`config.mk`:
```
export PLATFORM = sky130hd
export DESIGN_NAME = sdram_port_arbiter
export DESIGN_NICKNAME = d
export VERILOG_FILES = /design/src/rtl/sdram_arb_pkg.sv /design/src/rtl/sdram_rr_pick.sv /design/src/rtl/sdram_port_arbiter.sv
export SDC_FILE = /design/constraint.sdc
export NUM_CORES = 1
export LEC_CHECK = 0
export BUFFER_PORTS_ARGS = -buffer_cell sky130_fd_sc_hd__buf_4
export CAP_MARGIN = 10
export CORE_AREA = 2 2 100 102
export DETAILED_ROUTE_END_ITERATION = 12
export DIE_AREA = 0 0 102 104
export GPL_TIMING_DRIVEN = 1
export PLACE_DENSITY = 0.9
export SYNTH_ARGS = -nofsm -noshare
export SYNTH_HDL_FRONTEND = slang
export SYNTH_SLANG_ARGS = --single-unit
```
`constraint.sdc`:
```
create_clock -name clk -period 3.47 [get_ports clk]
set_input_delay 0.694 -clock clk [delete_from_list [all_inputs] [get_ports clk]]
set_output_delay 0.694 -clock clk [all_outputs]
set_load 0.05 [all_outputs]
```
`src/rtl/sdram_arb_pkg.sv`:
```
// rtl/sdram_arb_pkg.sv - shared types and default widths for the SDRAM port arbiter
package sdram_arb_pkg;

    typedef enum logic [1:0] {
        ST_IDLE    = 2'd0,
        ST_ISSUE   = 2'd1,
        ST_RD_WAIT = 2'd2,
        ST_WR_HOLD = 2'd3
    } arb_state_e;

    // Defaults match the SdramCtrl client port.
    localparam int SDRAM_ADDR_W = 24;
    localparam int SDRAM_DATA_W = 16;

    function automatic int max_int(input int a, input int b);
        return (a > b) ? a : b;
    endfunction

endpackage

```
`src/rtl/sdram_rr_pick.sv`:
```
// rtl/sdram_rr_pick.sv - combinational requester pick, rotating or fixed priority
module sdram_rr_pick #(
    parameter int NUM_PORTS = 4,
    parameter int IDX_W     = $clog2(NUM_PORTS)
) (
    input  logic [NUM_PORTS-1:0] req_i,
    input  logic [IDX_W-1:0]     ptr_i,
    input  logic                 rr_mode_i,
    output logic [NUM_PORTS-1:0] grant_o,
    output logic [IDX_W-1:0]     idx_o,
    output logic                 valid_o
);

    int         start;
    int         j;
    logic [IDX_W-1:0] jj;

    // Fixed mode is a rotating search that always starts at port 0.
    always_comb begin
        grant_o = '0;
        idx_o   = '0;
        valid_o = 1'b0;
        j       = 0;
        jj      = '0;
        start   = rr_mode_i ? int'(ptr_i) + 1 : 0;
        for (int i = 0; i < NUM_PORTS; i++) begin
            j  = (start + i) % NUM_PORTS;
            jj = IDX_W'(j);
            if (!valid_o && req_i[jj]) begin
                valid_o     = 1'b1;
                grant_o[jj] = 1'b1;
                idx_o       = jj;
            end
        end
    end

endmodule

```
`src/rtl/sdram_port_arbiter.sv`:
```
// rtl/sdram_port_arbiter.sv - shares the single SdramCtrl client port between NUM_PORTS requesters
module sdram_port_arbiter
    import sdram_arb_pkg::*;
#(
    parameter int NUM_PORTS   = 4,
    parameter int ADDR_WIDTH  = SDRAM_ADDR_W,
    parameter int DATA_WIDTH  = SDRAM_DATA_W,
    parameter int ROUND_ROBIN = 1,
    parameter int WR_HOLD     = 2,
    parameter int RD_TIMEOUT  = 15
) (
    input  logic                             clk,
    input  logic                             reset_l,
    input  logic [NUM_PORTS-1:0]             p_req,
    input  logic [NUM_PORTS-1:0]             p_rh_wl,
    input  logic [NUM_PORTS*ADDR_WIDTH-1:0]  p_addr,
    input  logic [NUM_PORTS*DATA_WIDTH-1:0]  p_wdata,
    output logic [NUM_PORTS-1:0]             p_ack,
    output logic [DATA_WIDTH-1:0]            p_rdata,
    output logic [NUM_PORTS-1:0]             p_rdata_en,
    output logic [NUM_PORTS-1:0]             p_err,
    output logic                             busy,
    output logic                             sdram_req,
    input  logic                             sdram_ack,
    output logic [ADDR_WIDTH-1:0]            sdram_addr,
    output logic                             sdram_rh_wl,
    output logic [DATA_WIDTH-1:0]            sdram_data_w,
    input  logic [DATA_WIDTH-1:0]            sdram_data_r,
    input  logic                             sdram_data_r_en
);

    localparam int IDX_W = $clog2(NUM_PORTS);
    localparam int CNT_W = $clog2(max_int(WR_HOLD, RD_TIMEOUT) + 1);

    arb_state_e             state_q, state_d;
    logic [IDX_W-1:0]       owner_q, owner_d;
    logic [IDX_W-1:0]       ptr_q, ptr_d;
    logic [ADDR_WIDTH-1:0]  addr_q, addr_d;
    logic                   rh_wl_q, rh_wl_d;
    logic [DATA_WIDTH-1:0]  wdata_q, wdata_d;
    logic                   req_q, req_d;
    logic [NUM_PORTS-1:0]   ack_q, ack_d;
    logic [NUM_PORTS-1:0]   err_q, err_d;
    logic [CNT_W-1:0]       cnt_q, cnt_d;

    logic [NUM_PORTS-1:0]   grant;
    logic [IDX_W-1:0]       win;
    logic                   win_valid;
    logic [NUM_PORTS-1:0]   owner_oh;
    logic [ADDR_WIDTH-1:0]  addr_arr  [NUM_PORTS];
    logic [DATA_WIDTH-1:0]  wdata_arr [NUM_PORTS];

    for (genvar g = 0; g < NUM_PORTS; g++) begin : g_split
        assign addr_arr[g]  = p_addr[g*ADDR_WIDTH +: ADDR_WIDTH];
        assign wdata_arr[g] = p_wdata[g*DATA_WIDTH +: DATA_WIDTH];
    end

    sdram_rr_pick #(
        .NUM_PORTS (NUM_PORTS),
        .IDX_W     (IDX_W)
    ) u_pick (
        .req_i     (p_req),
        .ptr_i     (ptr_q),
        .rr_mode_i (ROUND_ROBIN != 0),
        .grant_o   (grant),
        .idx_o     (win),
        .valid_o   (win_valid)
    );

    assign owner_oh = NUM_PORTS'(1) << owner_q;

    always_comb begin
        state_d = state_q;
        owner_d = owner_q;
        ptr_d   = ptr_q;
        addr_d  = addr_q;
        rh_wl_d = rh_wl_q;
        wdata_d = wdata_q;
        req_d   = req_q;
        cnt_d   = cnt_q;
        ack_d   = '0;
        err_d   = '0;
        case (state_q)
            ST_IDLE: begin
                if (win_valid) begin
                    state_d = ST_ISSUE;
                    owner_d = win;
                    ptr_d   = win;
                    addr_d  = addr_arr[win];
                    rh_wl_d = p_rh_wl[win];
                    wdata_d = wdata_arr[win];
                    ack_d   = grant;
                    req_d   = 1'b1;
                end
            end
            // No timeout here: SdramCtrl may be busy refreshing.
            ST_ISSUE: begin
                if (sdram_ack) begin
                    req_d = 1'b0;
                    cnt_d = '0;
                    if (rh_wl_q) begin
                        state_d = ST_RD_WAIT;
                    end else begin
                        state_d = ST_WR_HOLD;
                        cnt_d   = CNT_W'(WR_HOLD - 1);
                    end
                end
            end
            ST_RD_WAIT: begin
                if (sdram_data_r_en) begin
                    state_d = ST_IDLE;
                end else if (cnt_q == CNT_W'(RD_TIMEOUT - 1)) begin
                    state_d = ST_IDLE;
                    err_d   = owner_oh;
                end else begin
                    cnt_d = cnt_q + 1'b1;
                end
            end
            ST_WR_HOLD: begin
                if (cnt_q == '0) begin
                    state_d = ST_IDLE;
                end else begin
                    cnt_d = cnt_q - 1'b1;
                end
            end
            default: state_d = ST_IDLE;
        endcase
    end

    always_ff @(posedge clk or negedge reset_l) begin
        if (!reset_l) begin
            state_q <= ST_IDLE;
            owner_q <= '0;
            ptr_q   <= IDX_W'(NUM_PORTS - 1);
            addr_q  <= '0;
            rh_wl_q <= 1'b0;
            wdata_q <= '0;
            req_q   <= 1'b0;
            cnt_q   <= '0;
            ack_q   <= '0;
            err_q   <= '0;
        end else begin
            state_q <= state_d;
            owner_q <= owner_d;
            ptr_q   <= ptr_d;
            addr_q  <= addr_d;
            rh_wl_q <= rh_wl_d;
            wdata_q <= wdata_d;
            req_q   <= req_d;
            cnt_q   <= cnt_d;
            ack_q   <= ack_d;
            err_q   <= err_d;
        end
    end

    // Read-data valid is steered combinationally; stray strobes outside RD_WAIT are dropped.
    assign p_rdata_en   = (state_q == ST_RD_WAIT && sdram_data_r_en) ? owner_oh : '0;
    assign p_rdata      = sdram_data_r;
    assign p_ack        = ack_q;
    assign p_err        = err_q;
    assign busy         = (state_q != ST_IDLE);
    assign sdram_req    = req_q;
    assign sdram_addr   = addr_q;
    assign sdram_rh_wl  = rh_wl_q;
    assign sdram_data_w = wdata_q;

endmodule

```
==> metrics.yaml <==
status: "complete, no violations"
worst-r2r-setup-slack_ns: 0.27
synth_flop_type: "sky130_fd_sc_hd__dfrtp_1"
core-area_sq_um: 9550
netlist-cell-type-count: 48
global_route_wire_length_before_repair_um: 19000
ioPinCount: 259
avgRoutedWirePerCell_um: 16.5
syn-num-nets: 589
worst_hold_slack_ns: 0.414
post-route-worst-setup-slack_ns: 0.268
power-per-cell-area_nw_per_um2: 1020
synth.cell_area_sq_um: 3990
number_of_synthesized_register_bits: 60
ctsHoldBuffers: 0
layoutNonFillerInstCount: 728
ctsResizeCount: 0
tritoncts: "done"
dp_cells: 712
cts.reportedPaths.clkPinSlew_ns: 0.07
vias: 3891
first_global_vias: 3982
drc: 0
final_layout_size_suffix_gt1_frac: 0.437
global_route.usage.total: 0.225
detailedRoute.firstIterationViolations: 208
arrival_ns: 3.36
post-cts-setup-buffers: 0
series_of_cell_instances_along_the_critical_path: "buf_4 -> ha_1 -> or2_1 -> mux2i_1 -> a311oi_1 -> a2bb2oi_1 -> or2_2 -> o221ai_1"
die_area_sq_um: 10600
worst-slew-pin-transition_ns: 0.842
layout.cells.most_common: "sky130_fd_sc_hd__buf_4"
synth-edff-count: 0
crit_start: "ptr_q[0]"
dp_hpwl_um: 9270
drt-vias-per-instance: 5.34
peakVddDrop_uv: 502
finalWorstPathRequiredPeriod_ns: 3.20
critical_path.max_stage_delay_ns: 0.71
clkLatencyLatePin_ns: 0.34
ys_warn_count: 0
maxCapViolCount: 0
worst_slew_margin_rel: 0.439
drt.antenna.violating_nets: 0
max_freq_ghz: 0.312
antenna_found_initial: 0
worstPathMaxFanout: 43
nNetsFinal: 789
antenna-diode-count: 0
clock_tree.htree_level_count: 3
timing.rr.start: "ptr_q[0]"
areaGrowthSynthToFinish_pct: 46.7
detail_route.wirelength_um: 12000
cts_made_buffers: 9
post_synth.cell_area_avg_sq_um: 10.2
critPathRequiredTime_ns: 3.63
gp_routability_congestion: 0.957
cts_root_buffer: "sky130_fd_sc_hd__clkbuf_8"
dp_slack_ns: 0.315
leftover_overflow_at_the_end_of_global_routing: 0
cp_slowest_cell: "sky130_fd_sc_hd__or2_2"
fin_worst_skew_ns: 0.0133
critPathLaunchType: "register"
fp.dieW_um: 102
crit_type: "reg -> reg"
static_leakage_nw: 3.01
async_flop_share: 1.00
final_min_period_over_clock_period: 0.923
finalHoldViolations: 0
grt_max_degree: 61
cts.sink_count: 60
clk_path_buf_depth: 2
worst_setup_path_end_kind: "register"
die_span_in_y_um: 104
layout_common_cells: "sky130_fd_sc_hd__buf_4, sky130_fd_sc_hd__mux2i_1, sky130_fd_sc_hd__dfrtp_1"
row_count: 36
syn_inst: 390
synth.yosys.seq_area_share: 0.377
initial_util: 0.417
setup_repair_after_global_routing_missed_its_margin: "false"
report.final.slew_viol_count: 0
finalSetupViolations: 0
totalNegativeSetupSlack_ns: 0
drt-pass1-iter-count: 7
number_of_buffers_added_on_ports: 226
hp-class: "in -> async"
per-stage QoR:
stage	util	instance area, sq um	power [mW]
finish	0.612	5840	5.96
global route	0.612	5840	6.31
CTS	0.612	5840	5.98
detailed placement	0.591	5650	5.32
global placement	0.591	5650	5.18
floorplan	-	3990	4.38
power breakdown:
group	internal (mW)	switching (mW)	total [mW]
registers	1.02	0.226	1.25
clock network	0.335	0.303	0.638
logic	1.59	2.49	4.07
total	2.94	3.01	5.96
worst max-delay path: cells and delay by family, from the launching register on:
family / cells / cell delay [ns]
adder cells (fa/ha/maj): 1 / 0.25
flip-flops: 1 / 0.54
multiplexers: 1 / 0.37
AO/OA/AOI/OAI: 3 / 0.59
AND/OR/NAND/NOR: 2 / 1.02
buffers and inverters: 1 / 0.24
synthesized netlist by cell type, drive strengths merged (2+ instances only):
| cell | number | area share |
|---|---|---|
| clkbuf | 15 | 0.014 |
| o22ai | 2 | 0.0031 |
| mux2i | 93 | 0.23 |
| nand2 | 55 | 0.052 |
| o21ai | 9 | 0.011 |
| dfstp | 2 | 0.013 |
| nand2b | 3 | 0.0047 |
| o221ai | 41 | 0.090 |
| nand3 | 6 | 0.0075 |
| a21oi | 8 | 0.010 |
| o32ai | 3 | 0.0085 |
| buf | 28 | 0.056 |
| ha | 10 | 0.031 |
| a21boi | 3 | 0.0085 |
| or4 | 2 | 0.0047 |
| or2 | 2 | 0.0031 |
| mux2 | 2 | 0.0066 |
| inv | 13 | 0.012 |
| dfrtp | 58 | 0.36 |
| a222oi | 4 | 0.010 |
| nor3 | 3 | 0.0038 |
| nor2 | 11 | 0.010 |
sequential cells by signal, indices dropped and copies added, names as in the netlist:
| register | flops |
|---|---|
| p_ack | 4 |
| state_q | 2 |
| sdram_req | 1 |
| sdram_data_w | 16 |
| owner_q | 2 |
| cnt_q | 4 |
| p_err | 4 |
| sdram_rh_wl | 1 |
| sdram_addr | 24 |
| ptr_q | 2 |
final timing paths:
kind / to / cells after the start
max: sdram_addr[0] / 8
min: p_ack[1] / 1
max reg2reg: sdram_addr[0] / 8
min reg2reg: ptr_q[0] / 2
max in group asynchronous: sdram_data_w[8] / 1
min in group clk: ptr_q[0] / 2
area by class of cell:
class                   count  area [sq um]
clock buffers               9           124
clock inverters             7          75.1
fillers                   794          3700
inverters                  13          48.8
multi-input cells         274          2170
flip-flops and latches     60          1500
well taps                 133           166
repair buffers            232          1750
routing by layer:
| layer | part of all wire | GRT usage |
|---|---|---|
| met2 | 0.54 | 0.398 |
| met3 | 0.063 | 0.0524 |
| met1 | 0.38 | 0.264 |
| met5 | 0 | 0 |
| met4 | 0.021 | 0.0781 |
logic make-up (layout without fill, tap and decap cells):
logic type	Yosys count	after routing	share of synthesized area
flops	60	60	0.377
buf+inv	56	261	0.0823
compound gates	77	77	0.156
simple gates	88	88	0.0964
mux	96	96	0.247
fa+ha+maj	11	11	0.0364
xor+xnor	2	2	0.00440
(Power assumes the default switching activity.)
